### src/rtl/debug_dump_tx.sv
// Debug frame serializer: streams a header, snapshot PC/cycle counter, register file,
// data memory and an XOR checksum through a unit-wide UART start/done handshake.
module debug_dump_tx #(
    parameter int NB_WORD = 32,
    parameter int NB_UART = 8,
    parameter int N_REGS  = 32,
    parameter int N_MEM   = 16,
    parameter int HEADER  = 'hA5,
    localparam int NB_RA  = (N_REGS > 1) ? $clog2(N_REGS) : 1
) (
    input  logic               i_clk,
    input  logic               i_rst,
    input  logic               i_dump_req,
    input  logic [NB_WORD-1:0] i_pc,
    input  logic [NB_WORD-1:0] i_clk_counter,
    output logic [NB_RA-1:0]   o_reg_addr,
    input  logic [NB_WORD-1:0] i_reg_data,
    output logic [NB_WORD-1:0] o_mem_addr,
    input  logic [NB_WORD-1:0] i_mem_data,
    output logic               o_tx_start,
    output logic [NB_UART-1:0] o_tx_data,
    input  logic               i_tx_done,
    output logic               o_busy,
    output logic               o_dump_done
);

    localparam int K       = NB_WORD / NB_UART;
    localparam int N_WORDS = 2 + N_REGS + N_MEM;
    localparam int NB_WC   = $clog2(N_WORDS + 1);
    localparam int NB_UC   = (K > 1) ? $clog2(K) : 1;

    typedef enum logic [2:0] {ST_IDLE, ST_LOAD, ST_SEND, ST_WAIT, ST_DONE} state_t;
    typedef enum logic [1:0] {PH_HDR, PH_WORD, PH_SUM} phase_t;

    state_t             state;
    phase_t             phase;
    logic [NB_WC-1:0]   word_cnt;
    logic [NB_UC-1:0]   unit_cnt;
    logic [NB_WORD-1:0] shift_reg;
    logic [NB_WORD-1:0] snap_pc;
    logic [NB_WORD-1:0] snap_cnt;
    logic [NB_UART-1:0] checksum;

    logic [NB_WORD-1:0] load_word;
    int                 next_wc;
    logic [NB_RA-1:0]   next_reg_addr;
    logic [NB_WORD-1:0] next_mem_addr;

    // Word index 0/1 are the snapshots, then registers, then memory.
    always_comb begin
        // NOTE: every combinational output gets a default first so no latch is inferred.
        load_word = i_mem_data;
        if (int'(word_cnt) == 0)
            load_word = snap_pc;
        else if (int'(word_cnt) == 1)
            load_word = snap_cnt;
        else if (int'(word_cnt) < 2 + N_REGS)
            load_word = i_reg_data;
    end

    always_comb begin
        next_wc       = int'(word_cnt) + 1;
        next_reg_addr = NB_RA'(next_wc - 2);
        next_mem_addr = NB_WORD'((next_wc - 2 - N_REGS) * 4);
    end

    always_ff @(posedge i_clk) begin
        if (i_rst) begin
            // NOTE: all state here is updated with non-blocking assignments so every
            // read in this block sees the pre-edge value.
            state       <= ST_IDLE;
            phase       <= PH_HDR;
            word_cnt    <= '0;
            unit_cnt    <= '0;
            shift_reg   <= '0;
            snap_pc     <= '0;
            snap_cnt    <= '0;
            checksum    <= '0;
            o_reg_addr  <= '0;
            o_mem_addr  <= '0;
            o_tx_start  <= 1'b0;
            o_tx_data   <= '0;
            o_busy      <= 1'b0;
            o_dump_done <= 1'b0;
        end else begin
            o_tx_start  <= 1'b0;
            o_dump_done <= 1'b0;
            unique case (state)
                ST_IDLE: begin
                    if (i_dump_req) begin
                        snap_pc    <= i_pc;
                        snap_cnt   <= i_clk_counter;
                        o_tx_data  <= NB_UART'(HEADER);
                        o_tx_start <= 1'b1;
                        o_busy     <= 1'b1;
                        phase      <= PH_HDR;
                        state      <= ST_SEND;
                    end
                end
                ST_LOAD: begin
                    o_tx_data  <= load_word[NB_UART-1:0];
                    shift_reg  <= load_word >> NB_UART;
                    unit_cnt   <= '0;
                    o_tx_start <= 1'b1;
                    state      <= ST_SEND;
                end
                ST_SEND: begin
                    if (phase == PH_WORD)
                        checksum <= checksum ^ o_tx_data;
                    state <= ST_WAIT;
                end
                ST_WAIT: begin
                    if (i_tx_done) begin
                        unique case (phase)
                            PH_HDR: begin
                                phase    <= PH_WORD;
                                word_cnt <= '0;
                                state    <= ST_LOAD;
                            end
                            PH_WORD: begin
                                if (int'(unit_cnt) < K - 1) begin
                                    unit_cnt   <= unit_cnt + NB_UC'(1);
                                    o_tx_data  <= shift_reg[NB_UART-1:0];
                                    shift_reg  <= shift_reg >> NB_UART;
                                    o_tx_start <= 1'b1;
                                    state      <= ST_SEND;
                                end else if (int'(word_cnt) < N_WORDS - 1) begin
                                    // Address is registered so the read data is valid during LOAD.
                                    if (next_wc >= 2 && next_wc < 2 + N_REGS)
                                        o_reg_addr <= next_reg_addr;
                                    else if (next_wc >= 2 + N_REGS)
                                        o_mem_addr <= next_mem_addr;
                                    word_cnt <= word_cnt + NB_WC'(1);
                                    state    <= ST_LOAD;
                                end else begin
                                    phase      <= PH_SUM;
                                    o_tx_data  <= checksum;
                                    o_tx_start <= 1'b1;
                                    state      <= ST_SEND;
                                end
                            end
                            PH_SUM: begin
                                o_dump_done <= 1'b1;
                                state       <= ST_DONE;
                            end
                            default: state <= ST_IDLE;
                        endcase
                    end
                end
                ST_DONE: begin
                    o_busy   <= 1'b0;
                    checksum <= '0;
                    word_cnt <= '0;
                    unit_cnt <= '0;
                    phase    <= PH_HDR;
                    state    <= ST_IDLE;
                end
                default: state <= ST_IDLE;
            endcase
        end
    end

endmodule

### config.mk
export PLATFORM = sky130hd
export DESIGN_NAME = debug_dump_tx
export DESIGN_NICKNAME = d
export VERILOG_FILES = /design/src/rtl/debug_dump_tx.sv
export SDC_FILE = /design/constraint.sdc
export NUM_CORES = 1
export LEC_CHECK = 0
export CAP_MARGIN = 30
export CORE_UTILIZATION = 45
export DETAILED_ROUTE_END_ITERATION = 7
export GPL_TIMING_DRIVEN = 0
export PLACE_DENSITY = 0.78
export SYNTH_ARGS = -nofsm -noshare
export SYNTH_HDL_FRONTEND = slang
export SYNTH_SLANG_ARGS = --single-unit
### constraint.sdc
create_clock -name i_clk -period 2.7 [get_ports i_clk]
set_clock_uncertainty 0.05 [all_clocks]
set_input_delay 0.675 -clock i_clk [delete_from_list [all_inputs] [get_ports i_clk]]
set_output_delay 0.675 -clock i_clk [all_outputs]
set_load 0.03 [all_outputs]
# ---- Word-level counts from Yosys, hierarchy flattened
# Cells that the tools add are included.
dict set report totals {
  output_inout_bits 48
  in_bits 132
  ff_bits 163
}
dict set report op_classes {
  bitwise 5
  n_reduce_logical 24
  eq_ne 17
  muxes 45
  n_addsub 5
  order_cmp 6
}
# operator n
set op_table {}
lappend op_table {{two-way mux 32 bit} 6}
lappend op_table {{one-hot mux 32 bit (2 select lines)} 1}
lappend op_table {{two-way mux 8 bit} 6}
lappend op_table {{one-hot mux 6 bit (2 select lines)} 2}
lappend op_table {{one-hot mux 8 bit (3 select lines)} 1}
lappend op_table {{two-way mux 2 bit} 9}
lappend op_table {{two-way mux 6 bit} 3}
lappend op_table {{one-hot mux 8 bit (2 select lines)} 1}
lappend op_table {{< comparator 6 bit, second input constant} 2}
lappend op_table {{inequality test 3 bit, second input constant} 4}
lappend op_table {{one-hot mux 3 bit (4 select lines)} 1}
lappend op_table {{AND reduction 6 bit} 2}
lappend op_table {{inequality test 2 bit, second input constant} 5}
lappend op_table {{AND reduction 5 bit} 2}
lappend op_table {{nonzero test 2 bit} 5}
lappend op_table {{one-hot mux 3 bit (3 select lines)} 1}
lappend op_table {{subtractor 8 x 7 -> 9 bit, second input constant} 1}
lappend op_table {{one-hot mux 2 bit (2 select lines)} 2}
lappend op_table {{AND reduction 2 bit} 4}
lappend op_table {{AND reduction 4 bit} 2}
lappend op_table {{subtractor 7 x 2 -> 8 bit, second input constant} 1}
lappend op_table {{bitwise XOR 8 bit} 1}
lappend op_table {{adder 6 x 1 -> 7 bit, second input constant} 1}
lappend op_table {{greater-or-equal comparator 7 x 2 -> 1 bit, second input constant} 1}
lappend op_table {{other kinds (26)} 38}

# ---- Logic depth before layout (Yosys ltp)
dict set report depth {
  depth_word 6
  mapped_depth 10
  mapped_depth_nobuf 9
}

# ---- Least setup slack after synthesis
# Ideal clock, no wire load.
dict set report synth_path {
  kind {register to register}
  startpoint {register word_cnt[0]}
  endpoint {register o_mem_addr[8]}
  n_path_buf 0
  slack_ps 264
  stages_incl_launch_ff 10
  period_less_slack_ps 2436
  arrival_ps 2316
  cell_sequence {dfxtp_1 > inv_1 > ha_1 > or4_1 > o31ai_2 > nand3_1 > xnor2_1 > ha_1 > or2_0 > a21oi_1}
}
dict set report synth_via {
  elab_chain_cells 5
}
# item line_no
set synth_lines {}
lappend synth_lines {{start: declaration} 37} ;# logic [NB_WC-1:0] word_cnt;
lappend synth_lines {{start signal: assignment} 133} ;# word_cnt <= word_cnt + NB_WC'(1);
lappend synth_lines {{branches (longest 5 deep; another with subtractor 8 x 7 -> 9 bit)} n/a}
lappend synth_lines {{end signal: assignment} 132} ;# o_mem_addr <= next_mem_addr;
lappend synth_lines {{end: declaration} 18} ;# output logic [NB_WORD-1:0] o_mem_addr,
# Several ways; the timed one is not identified.
# A chain may end at the register's enable or synchronous reset.

# ---- Worst setup path in the final report
dict set report layout_path {
  startpoint {register word_cnt[4]}
  endpoint {register o_tx_data[3]}
}
dict set report layout_via {
  elab_chain_cells 5
}
# item line_no
set layout_lines {}
lappend layout_lines {{< comparator 6 bit} 57} ;# else if (int'(word_cnt) < 2 + N_REGS)
lappend layout_lines {{two-way mux 32 bit} 57}
lappend layout_lines {{two-way mux 32 bit} 55} ;# else if (int'(word_cnt) == 1)
lappend layout_lines {{two-way mux 32 bit} 53} ;# if (int'(word_cnt) == 0)
lappend layout_lines {{one-hot mux 8 bit (3 select lines)} 88} ;# unique case (state)
lappend layout_lines {{end signal: assignment} 93} ;# o_tx_data <= NB_UART'(HEADER);
lappend layout_lines {{end signal: assignment} 101} ;# o_tx_data <= load_word[NB_UART-1:0];
lappend layout_lines {{end signal: assignment} 123} ;# o_tx_data <= shift_reg[NB_UART-1:0];
lappend layout_lines {{end: declaration} 21} ;# output logic [NB_UART-1:0] o_tx_data,
# Several ways; a longest one is shown, not always the timed one.

==> metrics <==
flops & latches, synth 134; final hold vios 0; pwr dens 579 nW/um^2; first drt pass iteration count 7; cell family with most CP delay compound AO/OA/AOI/OAI gates; Rows 44; root buffer selected by CTS clkbuf_16; vias per inst 5.40; CP cell instances buf_4 > nor4_4 > nand2_1 > clkbuf_1 > o21ai_0 > a31oi_1 > o21ai_1 > a211oi_1; WP data required 2930 ps; critical path startpoint category flip-flop; Tightest Hold Check Type flip-flop to flip-flop; DR WL/cell 16.2 um; Crit-path slowest cell nor4_4; Yosys Warn Count 0; Static Leak 3.55 nW; Clk pwr share 45.5%; Starting Density 46.1%; syn_area_per_cell 7.43 sq um; Hold WS 401 ps; synth top area cells dfxtp_1, nand2_1, a21oi_1; top_reg_cell synth dfxtp_1; CTS Buffer Depth 2; CTS Hold Bufs 0; DR iter-0 viols 536; max-slew violations 0; most frequent cell after synthesis nand2_1; DP Cell Count 1267; max_cap viols 0; DP Wirelength 15.8 mm; clock latency at the later pin of the worst-skew pair 430 ps; Yosys top cell area share 39.9%; Die H 124 um; Synth top cells by count nand2_1, dfxtp_1, a21oi_1, o21ai_0, clkbuf_1; post-synthesis cell type count 62; Setup-failing EPs final 0; initial antenna violation count 0; outcome finished, final reports clean; synth-to-layout area growth 39.4%; Residual DRC 0; CTS tree done; PortBufs 176; Final Core Density 64.3%; Synth async-reset ratio 0%; GRT Total Usage 27.8%; Ports 180; crit-path max cell delay 410 ps; die width 124 um; CP arrival 2810 ps; switch share 25.5%; Max H-tree Level 4; worst path bufs/invs 2; routability cong. 0.914; grt total ovfl 0; Final Net Count 1242; core area 14600 sq um; n_diodes 0; sequential power share 40.0%; RSZ-0062 raised after global routing false; Setup WS pre-CTS -111 ps; sequential area share after synthesis 39.9%; Die ar. 15400 sq um; pin count of the biggest net entering global routing 24; wire length of the first global-routing pass 34.0 mm; layout cells sized above 1 8.34%; Max-slew headroom 46.9%; via count 7015; maximum fanout along the worst path 10; vias in the first global route 6731; Tmin final 2590 ps; switching power 1.38 mW; post-route insts no fill 1299; post-route ant nets 0; Worst Setup End Kind flip-flop; Fmax achieved 386 MHz; period utilization 95.9%; Detailed Route WL 21.0 mm; Slew @ Worst Pin 797 ps; combinational power share 14.5%; number of enable flip-flop cells after synthesis 0; Crit Path Class flip-flop to flip-flop; worst vdd ir 0.460 mV; Sink Count 134; Setup TNS 0 ps; CTS buffer count 17; clock slew at reported path FFs 60 ps; Yosys top cell by area dfxtp_1; slack of the critical path 112 ps; Mapped Area 6730 sq um; Internal 4.05 mW; Syn Inst Count 906
==> tightest hold or removal path: stages, from the launching register on <==
cell	delay, ps
dfxtp_1	300
nand2_1	50
a21oi_1	50
==> metal layers <==
metal  share of wire, %  wire (um)  GRT usage [%]
met1                 42       8730           34.8
met5                  0          0              0
met2                 48      10100           45.4
met4                2.9        601           12.3
met3                7.3       1540           6.57
==> worst paths after layout <==
| path | from | end | slack (ps) | depth (start not counted) |
|---|---|---|---|---|
| min reg2reg | snap_cnt[23]$_SDFFE_PP0P_ | snap_cnt[23]$_SDFFE_PP0P_ | 400 | 2 |
| max | word_cnt[4]$_SDFFE_PP0P_ | o_tx_data[3]$_SDFFE_PP0P_ | 110 | 8 |
| min | snap_cnt[23]$_SDFFE_PP0P_ | snap_cnt[23]$_SDFFE_PP0P_ | 400 | 2 |
| max reg2reg | word_cnt[4]$_SDFFE_PP0P_ | o_tx_data[3]$_SDFFE_PP0P_ | 110 | 8 |
==> cell families after synthesis <==
kind of cell / count (synthesis) / share of synthesized area [%]
AO/OA/AOI/OAI: 258 / 22.0
XOR/XNOR: 16 / 2.08
adder cells (fa/ha/maj): 8 / 1.49
buffers and inverters: 97 / 7.25
flip-flops: 134 / 39.9
multiplexers: 17 / 2.55
other: 1 / 0.0557
AND/OR/NAND/NOR: 375 / 24.7
==> cell type report <==
type	instances	area, sq um
fill	1285	5210
clock buffer	19	453
clock inverter	13	179
timing repair buffer	176	1760
multi-input combinational	676	3580
sequential	134	2690
buffer	89	460
inverter	8	30.0
tap	184	230
==> cell usage in the layout, fill, tap and decap left out, types with 3 or more instances in the layout <==
cell	synthesis	layout
nor2b_1	4	4
nand2_1	247	247
or3_1	4	4
a31oi_1	20	20
a211oi_1	13	13
clkbuf_1	44	43
a21oi_1	88	88
o21ai_0	88	88
xnor2_1	5	5
ha_1	8	8
o21ai_1	19	19
nand3_1	20	20
and3_1	24	24
nor2_1	37	37
clkinv_2	0	4
a22oi_1	9	9
mux2i_1	16	16
clkbuf_16	0	17
dfxtp_1	134	132
clkinvlp_4	0	4
buf_2	9	9
bufinv_16	0	4
nor3_1	10	9
buf_4	28	28
nand3b_1	3	3
clkdlybuf4s50_1	0	176
xor2_1	11	10
inv_1	7	7
o21a_1	4	4
buf_1	7	6
==> what timing repair did <==
action                                  CTS  global route
endpoints found under the setup margin   27            30
buffers inserted                          0             0
gates resized for setup                   3             4
pin swaps                                 0             0
cloned                                    0             0
==> through the flow <==
stage          instance area [sq um]  power (mW)
2_1_floorplan                   6730        2.61
5_1_grt                         9380        5.63
3_5_place_dp                    8730        2.98
4_1_cts                         9370        5.43
3_3_place_gp                    8730        2.97
6_report                        9380        5.43
==> power groups by stage <==
stage / registers, mW / clock network, mW / logic [mW]
after floorplan: 2.22 / 0 / 0.384
after global placement: 2.21 / 0 / 0.762
after detailed placement: 2.21 / 0 / 0.772
after CTS: 2.17 / 2.48 / 0.777
after global routing: 2.18 / 2.58 / 0.860
final: 2.17 / 2.47 / 0.785
(Power assumes the default switching activity.)
